**config.mk**
```make
export PLATFORM = sky130hd
export DESIGN_NAME = mem_copy_engine
export DESIGN_NICKNAME = d
export VERILOG_FILES = /design/src/rtl/mem_copy_pkg.sv /design/src/rtl/mem_copy_engine.sv
export SDC_FILE = /design/constraint.sdc
export NUM_CORES = 1
export LEC_CHECK = 0
export ABC_AREA = 1
export BUFFER_PORTS_ARGS = -buffer_cell sky130_fd_sc_hd__buf_4
export CAP_MARGIN = 10
export CELL_PAD_IN_SITES_DETAIL_PLACEMENT = 1
export CELL_PAD_IN_SITES_GLOBAL_PLACEMENT = 1
export CORE_MARGIN = 2
export CORE_UTILIZATION = 42
export CTS_CLUSTER_DIAMETER = 60
export DETAILED_ROUTE_END_ITERATION = 7
export GPL_ROUTABILITY_DRIVEN = 0
export HOLD_SLACK_MARGIN = 0.02
export PLACE_DENSITY = 0.82
export REMOVE_ABC_BUFFERS = 1
export SYNTH_ARGS = -nofsm -noshare
export SYNTH_HDL_FRONTEND = slang
export SYNTH_SLANG_ARGS = --single-unit
```
**constraint.sdc**
```tcl
create_clock -name clk -period 2.2 [get_ports clk]
set_input_delay 0.11 -clock clk [delete_from_list [all_inputs] [get_ports clk]]
set_output_delay 0.11 -clock clk [all_outputs]
set_load 0.02 [all_outputs]
```
**src/rtl/mem_copy_pkg.sv**
```systemverilog
// Shared types and constants for the block-copy engine.
// Holds the FSM state encoding, default widths and pointer steps.
package mem_copy_pkg;

  localparam int AW_DEF = 8;
  localparam int DW_DEF = 8;

  localparam int STEP_UP = 1;
  localparam int STEP_DN = -1;

  typedef enum logic [1:0] {
    IDLE,
    RD,
    WR,
    DONE
  } state_t;

endpackage

```
**src/rtl/mem_copy_engine.sv**
```systemverilog
// Byte block-copy master for the data memory port, two cycles per byte.
// Define MEM_COPY_OVERLAP_EN for memmove-safe descending overlap copies.
module mem_copy_engine
  import mem_copy_pkg::*;
#(
  parameter int AW = AW_DEF,
  parameter int DW = DW_DEF
) (
  input  logic          clk,
  input  logic          reset,
  input  logic          start,
  input  logic [AW-1:0] src_addr,
  input  logic [AW-1:0] dst_addr,
  input  logic [AW-1:0] len,
  output logic          busy,
  output logic          done,
  output logic [AW-1:0] DataAddr,
  output logic          MemWrite,
  output logic [DW-1:0] DataIn,
  input  logic [DW-1:0] DataOut
);

  state_t        state;
  logic [AW-1:0] sp;
  logic [AW-1:0] dp;
  logic [AW-1:0] cnt;
  logic [DW-1:0] data_buf;
  logic          down;

  logic [AW-1:0] step;
  logic [AW-1:0] sp_nx;
  logic [AW-1:0] tail;
  logic [AW-1:0] sp_init;
  logic [AW-1:0] dp_init;
  logic          ovl;

`ifdef MEM_COPY_OVERLAP_EN
  logic [AW-1:0] gap;
  // dst lands inside the source window: copy from the top down
  assign gap = dst_addr - src_addr;
  assign ovl = (gap != '0) && (gap < len);
`else
  assign ovl = 1'b0;
`endif

  assign step    = down ? AW'(STEP_DN) : AW'(STEP_UP);
  assign sp_nx   = sp + step;
  assign tail    = len - AW'(1);
  assign sp_init = ovl ? src_addr + tail : src_addr;
  assign dp_init = ovl ? dst_addr + tail : dst_addr;

  // data_buf is cleared outside WR so it doubles as the write-data port
  assign DataIn = data_buf;

  always_ff @(posedge clk or posedge reset) begin
    if (reset) begin
      state    <= IDLE;
      sp       <= '0;
      dp       <= '0;
      cnt      <= '0;
      down     <= 1'b0;
      data_buf <= '0;
      busy     <= 1'b0;
      done     <= 1'b0;
      MemWrite <= 1'b0;
      DataAddr <= '0;
    end else begin
      unique case (state)
        IDLE: begin
          if (start) begin
            sp   <= sp_init;
            dp   <= dp_init;
            cnt  <= len;
            down <= ovl;
            busy <= 1'b1;
            if (len != '0) begin
              state    <= RD;
              DataAddr <= sp_init;
            end else begin
              state <= DONE;
              done  <= 1'b1;
            end
          end
        end
        RD: begin
          data_buf <= DataOut;
          state    <= WR;
          DataAddr <= dp;
          MemWrite <= 1'b1;
        end
        WR: begin
          sp       <= sp_nx;
          dp       <= dp + step;
          cnt      <= cnt - AW'(1);
          MemWrite <= 1'b0;
          data_buf <= '0;
          if (cnt == AW'(1)) begin
            state    <= DONE;
            done     <= 1'b1;
            DataAddr <= '0;
          end else begin
            state    <= RD;
            DataAddr <= sp_nx;
          end
        end
        DONE: begin
          state <= IDLE;
          busy  <= 1'b0;
          done  <= 1'b0;
        end
        default: state <= IDLE;
      endcase
    end
  end

endmodule

```
# Word-level counts from Yosys, hierarchy flattened
# Index checks and enable logic that the tools add are counted.
[op_classes] addsub=3 eq_ne=8 n_shift=0 order_cmp=0 n_mul=0 reduce_logical=11 bitwise_logic=0 muxes=22 div_mod_pow=0
[op_table] cell="$pmux 8 s2" count=4
[op_table] cell="$mux 8" count=6
[op_table] cell="$pmux 8 s3" count=1
[op_table] cell="$add 8x1->8 const B" count=2
[op_table] cell="$eq 8x1->1 const B" count=1
[op_table] cell="$ne 2x2->1 const B" count=4
[op_table] cell="$pmux 2 s4" count=1
[op_table] cell="$reduce_bool 8->1" count=1
[op_table] cell="$sub 8x1->8 const B" count=1
[op_table] cell="$mux 2" count=3
[op_table] cell="$reduce_bool 2->1" count=3
[op_table] cell="$reduce_bool 3->1" count=2
[op_table] cell="$eq 2x2->1 const B" count=2
[op_table] cell="$mux 1" count=4
[op_table] cell="$pmux 1 s2" count=2
[op_table] cell="$reduce_and 2->1" count=2
[op_table] cell="$reduce_and 4->1" count=1
[op_table] cell="$pmux 1 s3" count=1
[op_table] cell="$reduce_and 3->1" count=1
[op_table] cell="$eq 2x1->1 const B" count=1
[op_table] cell="$logic_not 2->1" count=1
[totals] mem_count=0 ram_bits=0 output_inout_bits=19 elab_cells=53 ff_bits=45 romBits=0 latch_bits=0

# Longest topological paths before layout
[depth] depth_word=4 mapped_depth=10 depth_no_buf=10

# Worst setup path after synthesis
# OpenSTA, ideal clock, no wires.
[synth_timing] path_kind="register to register" startpoint="register state[1]" endpoint="register MemWrite" required_ns=2.072 path_slack_ns=0.735 path_stages_with_launch=8 t_arrival_ns=1.337 cell_sequence="dfrtp_1 -> inv_1 -> ha_1 -> buf_2 -> clkinv_1 -> buf_2 -> nand2_1 -> o21ai_0"
[synth_via] elab_chain_len=2 word_cells_on_any_way=4 cone_classes="eq/ne (2); mux (1); reduce/logical (1)"
[synth_rtl] element="start: declaration" line_no="mem_copy_engine.sv:23" rtl="state_t state;"
[synth_rtl] element="start signal: assignment" line_no="mem_copy_engine.sv:57" rtl="state <= IDLE;"
[synth_rtl] element="start signal: assignment" line_no="mem_copy_engine.sv:77" rtl="state <= RD;"
[synth_rtl] element="start signal: assignment" line_no="mem_copy_engine.sv:80" rtl="state <= DONE;"
[synth_rtl] element="$eq 2x2->1 or $eq 2x1->1 (tied branches)" line_no="mem_copy_engine.sv:68" rtl="unique case (state)"
[synth_rtl] element="$pmux 1 s2 or $reduce_bool 2->1 (tied branches)"
[synth_rtl] element="end signal: assignment" line_no="mem_copy_engine.sv:65" rtl="MemWrite <= 1'b0;"
[synth_rtl] element="end signal: assignment" line_no="mem_copy_engine.sv:89" rtl="MemWrite <= 1'b1;"
[synth_rtl] element="end signal: assignment" line_no="mem_copy_engine.sv:95" rtl="MemWrite <= 1'b0;"
[synth_rtl] element="end: declaration" line_no="mem_copy_engine.sv:18" rtl="output logic MemWrite,"
# Parallel ways exist; a longest one is shown, timed or not.
# A chain may end at the register's enable or synchronous reset.

# Final worst setup path
[layout_timing] startpoint="register state[0]" endpoint="register dp[4]"
[layout_via] elab_chain_len=3 word_cells_on_any_way=6 cone_classes="eq/ne (2); mux (1); reduce/logical (3)"
[layout_rtl] element="$eq 2x2->1 or $logic_not 2->1 (tied branches)" line_no="mem_copy_engine.sv:68"
[layout_rtl] element="$reduce_bool 2->1 (no source line) or $ne 2x2->1 (tied branches)"
[layout_rtl] element="$reduce_and 2->1 (no source line)"
[layout_rtl] element="end signal: assignment" line_no="mem_copy_engine.sv:72" rtl="dp <= dp_init;"
[layout_rtl] element="end signal: assignment" line_no="mem_copy_engine.sv:93" rtl="dp <= dp + step;"
[layout_rtl] element="end: declaration" line_no="mem_copy_engine.sv:25" rtl="logic [AW-1:0] dp;"
# Parallel ways exist; a longest one is shown, timed or not.

==> summary.md <==
| Metric | Value |
|---|---|
| Actual slew at the worst max-slew pin | `roughly 0.60 ns` |
| Post-synthesis cell type count | `31` |
| Global Route Usage Sum | `between 20% and 30%` |
| Crit path launch | `state[0]$_DFFE_PP0P_` |
| R2r worst-path depth | `6` |
| Reg power frac | `approximately 29%` |
| Max frequency | `534 MHz` |
| Switch share | `around half` |
| R2R Path Start | `state[0]$_DFFE_PP0P_` |
| WL per Instance | `~16 um` |
| CTS buffer count | `5` |
| Multiplexer share of the synthesized area | `0%` |
| Drt pass-1 iters | `4` |
| Lkg Pwr | `roughly 1.7 nW` |
| Share of the synthesized area in the top cell type | `between 40% and 50%` |
| Largest net degree at the start of global routing | `46` |
| Worst R2R End | `dp[4]$_DFFE_PP0P_` |
| Via/cell ratio | `roughly 5.4` |
| Critical path class | `reg -> reg` |
| Detailed-route via count | `2773` |
| Clock Latency Late Sink | `roughly 0.31 ns` |
| Peak VDD IR | `approximately 0.00084 V` |
| Compound-Gate Fraction of Synth Area | `15.0%` |
| Critical path peak fanout | `14` |
| Starting density of the core | `a little over two fifths` |
| Postcts setup bufs | `0` |
| Status | `finished, final reports clean` |
| Core area | `6310 sq um` |
| Worst path arrival time | `between 2 and 2.5 ns` |
| Cell Area, Synth | `about 2700 sq um` |
| Synth warnings | `0` |
| Clock power frac | `between 10 and 15%` |
| Final slew viol count | `0` |
| # rows | `29` |
| Die area | `slightly above 7000 sq um` |
| Worst slew margin | `between 50% and 60%` |
| FF-to-FF setup slack | `about 0.33 ns` |
| Final #Nets | `between 400 and 500` |
| DP HPWL | `slightly below 6 mm` |
| Largest family of logic cells by synthesized area | `simple AND/OR/NAND/NOR gates` |
| Share of cells above drive strength 1 | `approximately a fifth` |
| Element type at the critical path end | `flip-flop` |
| Synthesized area per cell | `about 7.1 sq um` |
| Worst Clk Skew | `between 0.005 and 0.006 ns` |
| Critical Path RT | `approximately 2.4 ns` |
| XOR/XNOR Fraction of Synth Area | `0%` |
| Internal power | `~0.0029 W` |
| Initial antenna violation count | `0` |
| Die Wd | `84.7 um` |
| Die H | `about 85 um` |
| Fin crit share | `85.1%` |
| Total power | `0.00564 W` |
| Post-synthesis cell count | `approximately 380` |
| Seq/Total Area, Yosys | `approximately 41%` |
| Clock tree root buffer cell | `clkbuf_8` |
| Worst Setup EP | `dp[4]$_DFFE_PP0P_` |
| Routed Antenna Nets | `0` |
| Finish-stage setup viols | `0` |
| Top area cells in the synthesized netlist | `dfrtp_1, nand2_1, nand3_1, nor2_1, o21ai_0` |
| Hold buffer count at CTS | `7` |
| Synth Register Bits | `45` |
| Post-synthesis adder-cell area fraction | `between 4 and 5%` |
| Final Hold Vio Count | `0` |
| DRC viols | `0` |
| PortBufs | `53` |
| Layout Cells excl Fill | `between 500 and 600` |
| Reg clk slew, reported paths | `0.09 ns` |
| Gr ovfl total | `0` |
| H-Tree Depth | `2` |
| Unrepaired setup endpoints after global routing | `false` |
| First-pass GRT wire length | `14.1 mm` |
| Clk buf depth | `2` |
| Crit path launch type | `flip-flop` |
| Final wirelength | `about 8.4 mm` |
| Num Clock Sinks | `45` |
| Net Switching | `roughly 0.0028 W` |
| CTS tree | `yes` |
| Post-layout min period | `between 1.5 and 2 ns` |
| Number of global-route vias before repair | `2916` |
| Initial DRC Count | `170` |
| N_diodes | `0` |
| Leading area contributor after synthesis | `dfrtp_1` |
| HP Class | `in -> reg` |
| Total I/O pin count | `54` |
| Synth Area in Simple Gates | `a little under a third` |
| Area Growth Syn to Fin | `23.3%` |
| Combinational Power Share | `between 50 and 60%` |
| Max cap viols | `0` |
| Post-CTS Resized | `0` |
| Inst Count DP | `between 500 and 600` |
| P per Cell Area | `between 1500 and 2000 nW/um^2` |
==> power groups by stage <==
stage          clock (W)  combinational [W]  sequential [W]
2_1_floorplan          0            0.00197         0.00173
6_report        0.000769            0.00326         0.00161
5_1_grt         0.000815            0.00368         0.00166
3_5_place_dp           0            0.00323         0.00162
3_3_place_gp           0            0.00311         0.00160
4_1_cts         0.000787            0.00327         0.00161
==> final cells by class <==
| type | instances | area, sq um |
|---|---|---|
| Fill cell | 838 | 2940 |
| Tap cell | 77 | 96.3 |
| Clock buffer | 5 | 68.8 |
| Sequential cell | 45 | 1130 |
| Timing Repair Buffer | 67 | 520 |
| Inverter | 34 | 130 |
| Clock inverter | 3 | 65.1 |
| Multi-Input combinational cell | 286 | 1370 |
==> cell usage after synthesis (all sizes together) <==
cell,number
a21oi,23
a22oi,1
a31oi,2
buf,14
clkbuf,4
clkinv,2
dfrtp,45
ha,9
inv,32
nand2,112
nand3,37
nand4,3
nor2,47
nor3,1
nor3b,1
o211ai,1
o21ai,38
o22ai,7
or2,4
==> cell families (layout without fill, tap and decap cells) <==
logic type	Yosys count	in the layout
compound gates	72	72
buf+inv	52	109
fa+ha+maj	9	9
simple gates	205	205
flops	45	45
==> sequential cells by signal, summed over array words and instances, names as in the netlist <==
name,flops
DataAddr,8
DataIn,8
MemWrite,1
busy,1
cnt,8
done,1
dp,8
sp,8
state,2
==> layout by cell type, fill, tap and decap left out, drive strengths merged, types with 2 or more instances in the layout <==
master / count
a21oi: 23
a31oi: 2
buf: 60
bufinv: 2
clkbuf: 5
clkinv: 4
dfrtp: 45
dlygate4sd3: 7
ha: 9
inv: 31
nand2: 112
nand3: 37
nand4: 3
nor2: 47
o21ai: 38
o22ai: 7
or2: 4
==> routing by layer <==
layer | global-route usage [%] | part of all wire [%] | vias to the layer above
met4 | 6.78 | 1.0 | 0
met5 | 0 | 0 | -
li1 | - | - | 1348
met3 | 3.54 | 3.5 | 7
met1 | 33.6 | 46 | 1369
met2 | 41.2 | 49 | 49
==> worst max-delay path: stages, from the launching register on <==
cell and delay (ns):
dfrtp_1 0.39, inv_1 0.10, ha_1 0.29, o21ai_4 0.45, buf_4 0.26, o21ai_1 0.09
a22oi_1 0.21
==> worst min-delay path by stage <==
stage	startpoint	end	slack, ns	cells after the start
2_1_floorplan	DataOut[0]	DataIn[0]$_DFFE_PP0N_	0.25	2
3_3_place_gp	reset	DataIn[0]$_DFFE_PP0N_	0.31	3
3_5_place_dp	reset	DataIn[3]$_DFFE_PP0N_	0.32	3
4_1_cts	DataOut[1]	DataIn[1]$_DFFE_PP0N_	0.03	3
5_1_grt	DataOut[1]	DataIn[1]$_DFFE_PP0N_	0.03	3
6_report	DataOut[4]	DataIn[4]$_DFFE_PP0N_	0.04	3
==> through the flow <==
stage | utilization, % | setup WS (ns) | hold WS (ns) | instance area (sq um) | setup TNS, ns
after detailed placement | 50.2 | 0.369 | 0.317 | 3170 | 0
after global routing | 53.5 | 0.140 | 0.0330 | 3380 | 0
after global placement | 50.2 | 0.431 | 0.308 | 3170 | 0
after CTS | 53.5 | 0.346 | 0.0301 | 3380 | 0
after floorplan | - | -0.598 | 0.251 | 2630 | -9.60
final | 53.5 | 0.328 | 0.0356 | 3380 | 0
(Power assumes the default switching activity.)
